File: config.mk
export PLATFORM = sky130hd
export DESIGN_NAME = hazard_unit
export DESIGN_NICKNAME = d
export VERILOG_FILES = /design/src/rtl/hazard_unit_pkg.sv /design/src/rtl/hazard_scoreboard.sv /design/src/rtl/hazard_unit.sv
export SDC_FILE = /design/constraint.sdc
export NUM_CORES = 1
export LEC_CHECK = 0
export CORE_MARGIN = 1
export CORE_UTILIZATION = 45
export DETAILED_ROUTE_END_ITERATION = 12
export PLACE_DENSITY = 0.67
export RECOVER_POWER = 100
export SLEW_MARGIN = 20
export SYNTH_ARGS = -nofsm -noshare
export SYNTH_HDL_FRONTEND = slang
export SYNTH_SLANG_ARGS = --single-unit
File: constraint.sdc
create_clock -name clk_i -period 5.7 [get_ports clk_i]
set_input_delay 1.14 -clock clk_i [delete_from_list [all_inputs] [get_ports clk_i]]
set_output_delay 1.14 -clock clk_i [all_outputs]
set_load 0.01 [all_outputs]
File: src/rtl/hazard_unit_pkg.sv
// Shared types for the RV32IF hazard controller: multi-cycle FSM states,
// register-file kinds and the register address width.
package hazard_unit_pkg;

    localparam int ADDR_W = 5;

    typedef enum logic [1:0] {
        IDLE = 2'd0,
        BUSY = 2'd1,
        WB   = 2'd2
    } mc_state_e;

    typedef enum logic {
        RF_INT = 1'b0,
        RF_FP  = 1'b1
    } rf_kind_e;

endpackage

File: src/rtl/hazard_scoreboard.sv
// Pending-write scoreboard for one register file: one bit per register,
// set on multi-cycle dispatch and cleared when that result retires or aborts.
module hazard_scoreboard
    import hazard_unit_pkg::*;
#(
    parameter rf_kind_e KIND     = RF_INT,
    parameter int       NUM_REGS = 32,
    parameter int       AW       = ADDR_W
) (
    input  logic                clk_i,
    input  logic                rst_i,
    input  logic                set_i,
    input  logic [AW-1:0]       set_addr_i,
    input  logic                clr_i,
    input  logic [AW-1:0]       clr_addr_i,
    input  logic [AW-1:0]       rd_a_addr_i,
    input  logic [AW-1:0]       rd_b_addr_i,
    output logic                rd_a_o,
    output logic                rd_b_o,
    output logic [NUM_REGS-1:0] pending_o
);

    logic [NUM_REGS-1:0] pend_q;
    logic                set_ok;

    // Integer x0 is hardwired to zero, so a write to it can never be pending.
    assign set_ok = set_i && !(KIND == RF_INT && set_addr_i == '0);

    // NOTE: this is a flop vector rather than a RAM, so it can and does reset
    // as a whole; a real register-file array would not.
    always_ff @(posedge clk_i or posedge rst_i) begin
        if (rst_i) begin
            pend_q <= '0;
        end else begin
            if (clr_i)  pend_q[clr_addr_i] <= 1'b0;
            if (set_ok) pend_q[set_addr_i] <= 1'b1;
        end
    end

    assign rd_a_o    = pend_q[rd_a_addr_i];
    assign rd_b_o    = pend_q[rd_b_addr_i];
    assign pending_o = pend_q;

endmodule

File: src/rtl/hazard_unit.sv
// Stall/flush controller for the 5-stage RV32IF pipeline: load-use, multi-cycle
// scoreboard RAW/WAW, multi-cycle structural and write-back port hazards.
module hazard_unit #(
    parameter int ADDR_W     = hazard_unit_pkg::ADDR_W,
    parameter int NUM_REGS   = 32,
    parameter int MC_TIMEOUT = 64,
    parameter int CNT_W      = 7
) (
    input  logic              clk_i,
    input  logic              rst_i,
    input  logic [ADDR_W-1:0] id_rs1_addr_i,
    input  logic [ADDR_W-1:0] id_rs2_addr_i,
    input  logic              id_rs_F_i,
    input  logic [ADDR_W-1:0] id_rd_addr_i,
    input  logic              id_rd_wren_I_i,
    input  logic              id_rd_wren_F_i,
    input  logic              id_is_mc_i,
    input  logic [ADDR_W-1:0] ex_rd_addr_i,
    input  logic              ex_mem_rden_i,
    input  logic              ex_rd_wren_I_i,
    input  logic              ex_rd_wren_F_i,
    input  logic              ex_br_taken_i,
    input  logic              mc_done_i,
    output logic              stall_if_o,
    output logic              stall_id_o,
    output logic              stall_ex_o,
    output logic              flush_id_o,
    output logic              flush_ex_o,
    output logic              mc_wb_sel_o,
    output logic              mc_busy_o,
    output logic              mc_timeout_o
);

    import hazard_unit_pkg::*;

    mc_state_e         state_q, state_d;
    logic [CNT_W-1:0]  cnt_q;
    logic [ADDR_W-1:0] mc_rd_q;
    rf_kind_e          mc_kind_q;
    logic              timeout_q;

    logic                int_rs1_p, int_rs2_p, fp_rs1_p, fp_rs2_p;
    logic [NUM_REGS-1:0] int_pend, fp_pend;

    logic load_use, raw_sb, waw_sb, mc_struct, wb_conflict;
    logic stall, flush, dispatch, timeout_hit, mc_clear;

    assign load_use = ex_mem_rden_i
                   && (ex_rd_addr_i == id_rs1_addr_i || ex_rd_addr_i == id_rs2_addr_i)
                   && ((ex_rd_wren_F_i && id_rs_F_i)
                    || (ex_rd_wren_I_i && !id_rs_F_i && ex_rd_addr_i != '0));
    assign raw_sb      = id_rs_F_i ? (fp_rs1_p || fp_rs2_p) : (int_rs1_p || int_rs2_p);
    assign waw_sb      = (id_rd_wren_F_i && fp_pend[id_rd_addr_i])
                      || (id_rd_wren_I_i && int_pend[id_rd_addr_i]);
    assign mc_struct   = id_is_mc_i && state_q != IDLE;
    assign wb_conflict = state_q == WB;

    // A taken branch flushes ID, so its hazards no longer matter; a WB freeze
    // keeps the branch in EX and its flush is taken one cycle later.
    assign stall = !rst_i && (wb_conflict
                || (!ex_br_taken_i && (load_use || raw_sb || waw_sb || mc_struct)));
    assign flush = !rst_i && ex_br_taken_i && !wb_conflict;

    assign dispatch    = state_q == IDLE && id_is_mc_i && !stall && !flush;
    assign timeout_hit = state_q == BUSY && !mc_done_i
                      && cnt_q == CNT_W'(MC_TIMEOUT - 1);
    assign mc_clear    = wb_conflict || timeout_hit;

    // NOTE: every path assigns state_d after its default, so no latch is inferred.
    always_comb begin
        state_d = state_q;
        case (state_q)
            IDLE:    if (dispatch) state_d = BUSY;
            BUSY:    if (mc_done_i) state_d = WB;
                     else if (timeout_hit) state_d = IDLE;
            WB:      state_d = IDLE;
            default: state_d = IDLE;
        endcase
    end

    // NOTE: sequential state uses non-blocking assignments so every flop
    // samples the pre-edge values regardless of statement order.
    always_ff @(posedge clk_i or posedge rst_i) begin
        if (rst_i) begin
            state_q   <= IDLE;
            cnt_q     <= '0;
            mc_rd_q   <= '0;
            mc_kind_q <= RF_INT;
            timeout_q <= 1'b0;
        end else begin
            state_q <= state_d;
            if (dispatch) begin
                cnt_q     <= '0;
                mc_rd_q   <= id_rd_addr_i;
                mc_kind_q <= id_rd_wren_F_i ? RF_FP : RF_INT;
            end else if (state_q == BUSY && cnt_q != '1) begin
                cnt_q <= cnt_q + 1'b1;
            end
            if (timeout_hit) timeout_q <= 1'b1;
        end
    end

    hazard_scoreboard #(.KIND(RF_INT), .NUM_REGS(NUM_REGS), .AW(ADDR_W)) u_sb_int (
        .clk_i       (clk_i),
        .rst_i       (rst_i),
        .set_i       (dispatch && id_rd_wren_I_i && !id_rd_wren_F_i),
        .set_addr_i  (id_rd_addr_i),
        .clr_i       (mc_clear && mc_kind_q == RF_INT),
        .clr_addr_i  (mc_rd_q),
        .rd_a_addr_i (id_rs1_addr_i),
        .rd_b_addr_i (id_rs2_addr_i),
        .rd_a_o      (int_rs1_p),
        .rd_b_o      (int_rs2_p),
        .pending_o   (int_pend)
    );

    hazard_scoreboard #(.KIND(RF_FP), .NUM_REGS(NUM_REGS), .AW(ADDR_W)) u_sb_fp (
        .clk_i       (clk_i),
        .rst_i       (rst_i),
        .set_i       (dispatch && id_rd_wren_F_i),
        .set_addr_i  (id_rd_addr_i),
        .clr_i       (mc_clear && mc_kind_q == RF_FP),
        .clr_addr_i  (mc_rd_q),
        .rd_a_addr_i (id_rs1_addr_i),
        .rd_b_addr_i (id_rs2_addr_i),
        .rd_a_o      (fp_rs1_p),
        .rd_b_o      (fp_rs2_p),
        .pending_o   (fp_pend)
    );

    assign stall_if_o   = stall;
    assign stall_id_o   = stall;
    assign stall_ex_o   = wb_conflict;
    assign mc_wb_sel_o  = wb_conflict;
    assign flush_id_o   = flush;
    assign flush_ex_o   = flush;
    assign mc_busy_o    = state_q != IDLE;
    assign mc_timeout_o = timeout_q;

endmodule

==> results.json, run 1 <==
{
  "status": "finished, violations left",
  "violations": "design-rule violations, max-capacitance violations, max-slew violations",
  "synthArstFlopShare_pct": 100.0,
  "grt_setup_unrepaired": "no",
  "worstPathBufferInverterCount": 2,
  "ys_seq_area_share_pct": 36.94,
  "ctsResizeCount": 0,
  "synth-seq-cells": 80,
  "path_class": "input port to primary output",
  "synth_edf_count": 0,
  "h-tree-depth": 3,
  "initial_core_util_pct": 46.86,
  "numCtsBuffers": 9,
  "first_global_vias": 4873,
  "drc": 4,
  "drive_gt1_share_pct": 13.82,
  "antenna_cells": 0,
  "fillers": 1028,
  "crit_fanout": 7,
  "p_total_mw": 2.076,
  "relSlewSlack_pct": -32.30,
  "yosysTopAreaCell": "dfrtp_1",
  "synth_fp_nets": 565,
  "die_y_um": 111.7,
  "via_per_inst": 6.809,
  "final-hold-violation-count": 0,
  "cts_setup_buffers": 0,
  "yosysMostFrequentCell": "dfrtp_1",
  "port_buffers": 38,
  "required_ns": 4.56,
  "worst_path_most_repeated_cell": "clkdlybuf4s50_1",
  "clock_latency_ns": 0.35,
  "nets": 584,
  "gp_congestion": 0.9587,
  "overflow": 0,
  "ys.flop_type": "dfrtp_1",
  "grt_max_degree": 81,
  "core_area_um2": 11560,
  "fmax_ghz": 0.1831,
  "worst_pin_slew_ns": 1.985,
  "hold_buffers": 0,
  "dr.pass1.iters": 9,
  "power_density_nw_per_um2": 335.8,
  "synth_cells": 533,
  "slowest_stage": "clkdlybuf4s50_1",
  "end_kind": "primary output",
  "crit_chain": "clkdlybuf4s50_1 -> mux4_2 -> nor2b_1 -> a211oi_1 -> a21oi_1 -> a2111oi_2 -> a31o_1 -> and3b_1 -> nor3_1 -> clkdlybuf4s50_1",
  "r2r_slack_ns": 1.86,
  "row_count": 39,
  "routed_wl_um": 16290,
  "drtIter0Drc": 454,
  "hpwl_um": 11640,
  "slowest_delay_ns": 0.73,
  "grt_usage_pct": 27.53,
  "setup_tns_ns": 0,
  "cp-start-kind": "input port",
  "syn_to_final_growth_pct": 14.06,
  "worstHoldPathType": "register to register",
  "finalMaxSlewViolations": 81,
  "die_w_um": 111.7,
  "min_period_over_period_pct": 95.81,
  "cts.clk_slew.worst_paths_ns": 0.06,
  "cts_root_buffer": "clkbuf_16",
  "p_leak_nw": 2.428,
  "ir_drop_mv": 0.2932,
  "holdWs_ns": 0.4704,
  "setup_violations": 0,
  "cts_tree": "done",
  "dieArea_um2": 12480,
  "yosys_warnings": 0,
  "yosysTopAreaCellShare_pct": 36.94,
  "preCtsSetupSlack_ns": 0.2635,
  "multi_input_area_um2": 3136,
  "fin_ws_ns": 0.2388,
  "io_pins": 39,
  "cts_buffer_depth": 2,
  "ys_top_cells_by_area": "dfrtp_1 37%, mux4_2 11%, o31ai_1 8.6%, mux2i_1 7.4%, o21ai_0 6.6%",
  "clock_sinks": 80,
  "finClkSkew_ns": 0.007431,
  "avgSynthCellArea_um2": 10.17,
  "syn_area_um2": 5419,
  "cp.arrival_ns": 4.32,
  "drv_cap": 1,
  "post-route-min-period_ns": 5.461,
  "grt_pass1_wl_um": 26380,
  "antenna_found_initial": 0,
  "wire_per_inst_um": 23.28,
  "vias": 4766,
  "path_delay_family": "buffers and inverters",
  "yosysUniqueCellTypes": 49,
  "antenna_left": 0,
  "synth_common_cells": "80 x dfrtp_1, 71 x o21ai_0, 62 x o31ai_1",
  "area.sequential_um2": 2002
}
[layer usage]
metal / vias up / part of all wire (%) / global-route usage (%) / routed length (µm)
met2: 238 / 47 / 43.19 / 7596
met4: 0 / 2.7 / 10.72 / 442
li1: 2105 / - / - / -
met3: 26 / 9.0 / 5.716 / 1473
met1: 2397 / 42 / 37.46 / 6780
met5: - / 0 / 0 / 0
[sequential cells by signal (all words and copies together), names as in the netlist]
signal,count
mc_kind_q,1
mc_rd_q,5
u_sb_int.pending_o,32
mc_timeout_o,1
state_q,2
cnt_q,7
u_sb_fp.pending_o,32
[worst register-to-register path: stages (launching register included)]
cell and delay [ns]:
dfrtp_1 0.43, mux4_2 0.25, nor2b_1 0.12, a211oi_1 0.06
a211oi_1 0.29, a2111oi_2 0.10, a31o_1 0.28, a31oi_2 1.18
clkbuf_1 0.61, mux2_2 0.40
[final timing paths]
| path | start | endpoint | cells past startpoint |
|---|---|---|---|
| worst min register to register | mc_timeout_o$_DFFE_PP0P_ | mc_timeout_o$_DFFE_PP0P_ | 1 |
| worst max register to register | u_sb_fp.pending_o[5]$_DFF_PP0_ | mc_rd_q[2]$_DFFE_PP0N_ | 9 |
| worst min-delay path | mc_timeout_o$_DFFE_PP0P_ | mc_timeout_o$_DFFE_PP0P_ | 1 |
| min in group asynchronous | rst_i | mc_timeout_o$_DFFE_PP0P_ | 3 |
| max in group asynchronous | rst_i | cnt_q[3]$_DFFE_PP0P_ | 3 |
| worst max-delay path | id_rs2_addr_i[0] | stall_id_o | 10 |
[layout by cell type, fill, tap and decap left out, drive strengths merged, types with 3 or more instances in the layout]
master,synthesis,final
dlygate4sd3,0,8
a2111oi,5,5
inv,7,6
a21oi,13,13
dfrtp,80,80
nand3,16,16
nand2b,6,6
nand4,3,3
mux4,27,27
and2,7,7
clkinv,0,3
nor3,5,5
or3,4,4
mux2i,40,40
xor2,6,6
o221ai,4,4
o211ai,3,3
o22ai,7,7
nand2,25,25
nand3b,7,7
buf,31,13
or2,5,5
xnor2,9,9
clkdlybuf4s50,0,29
bufinv,0,3
mux2,9,9
nor2b,22,22
nor2,13,13
clkbuf,14,12
o21ai,71,71
a211oi,8,8
o31ai,64,64
[final cells by class]
class / count / area share (%)
tap: 143 / 2.895
clock buffer: 9 / 3.644
sequential: 80 / 32.39
timing repair buffer: 53 / 7.955
multi-input combinational: 401 / 50.73
inverter: 7 / 0.4453
clock inverter: 7 / 1.943
[where the power goes]
group          leakage (nW)  switching, mW  internal (mW)  total [mW]
Clock                 0.166          0.238          0.428       0.666
Combinational          1.19          0.305          0.259       0.564
Sequential             1.07          0.163          0.683       0.846
[stage by stage]
step,instance area [µm²],std cells,utilization [%]
finish,6181,700,53.45
global route,6181,700,53.45
CTS,6208,700,53.68
detailed placement,5863,684,50.70
global placement,5863,684,50.70
floorplan,5419,533,-
[cells by family (layout without fill, tap and decap cells)]
logic type	Yosys count	count (layout)	synth area share [%]
adder cells (fa/ha/maj)	1	1	0.2309
AO/OA/AOI/OAI	185	185	22.37
multiplexers	76	76	20.48
buffers and inverters	52	76	5.010
AND/OR/NAND/NOR	124	124	12.54
flip-flops	80	80	36.94
XOR/XNOR	15	15	2.424
(Power assumes the default switching activity.)
==> run 2, diff against run 1 <==
Settings changed: CORE_ASPECT_RATIO set to 1.1, SYNTH_HIERARCHICAL set to 1.
==> results.json, run 2 <==
{
  "wire_per_inst_um": 22.30,
  "die_y_um": 117.7,
  "postPlaceCellArea_um2": 5981,
  "yosysUniqueCellTypes": 52,
  "required_ns": 4.56,
  "drv_cap": 1,
  "vias": 5019,
  "design_area_um2": 6247,
  "fillers": 1060,
  "nets": 646,
  "slowest_delay_ns": 0.72,
  "cp.arrival_ns": 4.26,
  "clock_latency_ns": 0.34,
  "antenna_found_initial": 0,
  "multi_input_area_um2": 3242,
  "violations": "max-capacitance violations, max-slew violations",
  "synth-seq-cells": 80,
  "finalMaxSlewViolations": 33,
  "cts_buffer_depth": 2,
  "h-tree-depth": 3,
  "antenna_left": 0,
  "cp-start-kind": "input port",
  "yosysTopAreaCellShare_pct": 36.54,
  "drive_gt1_share_pct": 9.061,
  "syn_area_um2": 5479,
  "power_density_nw_per_um2": 302.0,
  "numCtsBuffers": 9,
  "worst_pin_slew_ns": 1.840,
  "cts_setup_buffers": 0,
  "area.sequential_um2": 2002,
  "grt_setup_unrepaired": "no",
  "grt_usage_pct": 28.28,
  "ir_drop_mv": 0.1588,
  "ys_top_cells_by_area": "dfrtp_1 37%, mux2i_1 14%, o21ai_0 12%, mux4_1 2.9%, nand3b_1 2.9%",
  "p_leak_nw": 2.674,
  "ys_seq_area_share_pct": 36.54,
  "end_kind": "primary output",
  "cts_tree": "done",
  "dieArea_um2": 12620,
  "min_period_over_period_pct": 94.68,
  "relSlewSlack_pct": -22.69,
  "slowest_stage": "dlygate4sd3_1",
  "core_area_um2": 11640,
  "clock_sinks": 80,
  "synth_common_cells": "126 x o21ai_0, 80 x dfrtp_1, 74 x mux2i_1",
  "post-route-min-period_ns": 5.397,
  "gp_congestion": 0.9694,
  "ys.flop_type": "dfrtp_1",
  "first_global_vias": 4938,
  "crit_chain": "dlygate4sd3_1 -> buf_4 -> mux4_1 -> mux2_2 -> a221oi_2 -> nor3_1 -> or3_1 -> clkdlybuf4s50_1",
  "io_pins": 39,
  "finish.utilization_pct": 53.65,
  "fmax_ghz": 0.1853,
  "crit_fanout": 14,
  "syn_to_final_growth_pct": 14.02,
  "synth_fp_nets": 601,
  "via_per_inst": 6.535,
  "synth_cells": 569,
  "port_buffers": 38,
  "yosysTopAreaCell": "dfrtp_1",
  "cts_root_buffer": "clkbuf_16",
  "final-hold-violation-count": 0,
  "drc": 0,
  "final_cells": 768,
  "cts.clk_slew.worst_paths_ns": 0.06,
  "status": "finished, violations left",
  "antenna_cells": 0,
  "place_inst": 753,
  "p_total_mw": 1.887,
  "row_count": 41,
  "setup_violations": 0,
  "drtIter0Drc": 420,
  "grt_max_degree": 34,
  "avgSynthCellArea_um2": 9.629,
  "final_cell_mix": "128 x o21ai_0, 80 x dfrtp_1, 74 x mux2i_1, 40 x nand2_1, 29 x nor2_1",
  "yosysMostFrequentCell": "o21ai_0",
  "dr.pass1.iters": 5,
  "die_w_um": 107.2,
  "grt_pass1_wl_um": 27030,
  "routed_wl_um": 17130,
  "finClkSkew_ns": 0.006837,
  "overflow": 0,
  "initial_core_util_pct": 47.05,
  "layout_commonest_cell": "o21ai_0",
  "hpwl_um": 12120,
  "ctsResizeCount": 0,
  "synthArstFlopShare_pct": 100.0,
  "worstHoldPathType": "register to register",
  "synth_edf_count": 0,
  "path_class": "input port to primary output",
  "hold_buffers": 0,
  "setup_tns_ns": 0,
  "yosys_warnings": 6
}
run 2: worst max-delay path: cells and delay by family:
kind / cells / cell delay [ns]
multiplexers: 2 / 0.84
AND/OR/NAND/NOR: 2 / 0.48
AO/OA/AOI/OAI: 1 / 0.30
buffers and inverters: 3 / 1.49
run 2: final cells by class:
type / count / share of cell area [%]
Clock buffer: 12 / 4.106
Clock inverter: 3 / 0.2804
Inverter: 7 / 0.4206
Multi-Input combinational cell: 461 / 51.89
Sequential cell: 80 / 32.04
Tap cell: 150 / 3.004
Timing Repair Buffer: 55 / 8.252
run 2: report_power, final:
group	switching, mW	internal [mW]	leakage [nW]
clock network	0.225	0.315	0.134
registers	0.175	0.671	1.07
logic	0.272	0.230	1.47
total	0.672	1.22	2.67
run 2: routing by layer:
metal | part of all wire [%] | up-vias | track usage [%]
li1 | - | 2237 | -
met1 | 42 | 2430 | 38.91
met2 | 44 | 302 | 41.13
met3 | 10 | 50 | 7.752
met4 | 3.3 | 0 | 13.01
met5 | 0 | - | 0
run 2: final timing paths:
kind / start / end / slack, ns / cells after the start
worst max-delay path: id_rd_addr_i[0] / stall_id_o / 0.30 / 8
worst min-delay path: mc_timeout_o$_DFFE_PP0P_ / mc_timeout_o$_DFFE_PP0P_ / 0.46 / 1
worst max register to register: u_sb_int/pending_o[19]$_DFF_PP0_ / u_sb_fp/pending_o[24]$_DFF_PP0_ / 1.84 / 14
worst min register to register: mc_timeout_o$_DFFE_PP0P_ / mc_timeout_o$_DFFE_PP0P_ / 0.46 / 1
max in group asynchronous: rst_i / u_sb_int/pending_o[19]$_DFF_PP0_ / 2.66 / 3
min in group asynchronous: rst_i / mc_timeout_o$_DFFE_PP0P_ / 1.40 / 2
run 2: kinds of logic after synthesis:
| group | share of synthesized area, % |
|---|---|
| buffers and inverters | 4.293 |
| adders and majority gates | 0.2283 |
| AOI/OAI and AO/OA | 19.18 |
| and+or+nand+nor | 16.85 |
| muxes | 20.51 |
| xor gates and xnor gates | 2.398 |
| DFF | 36.54 |
run 2: metrics by stage:
stage	worst slack (ns)	hold slack, ns
2_1_floorplan	1.497	0.4961
3_3_place_gp	0.4226	0.4536
3_5_place_dp	0.4099	0.4581
4_1_cts	0.3859	0.4742
5_1_grt	0.1500	0.4850
6_report	0.3034	0.4639
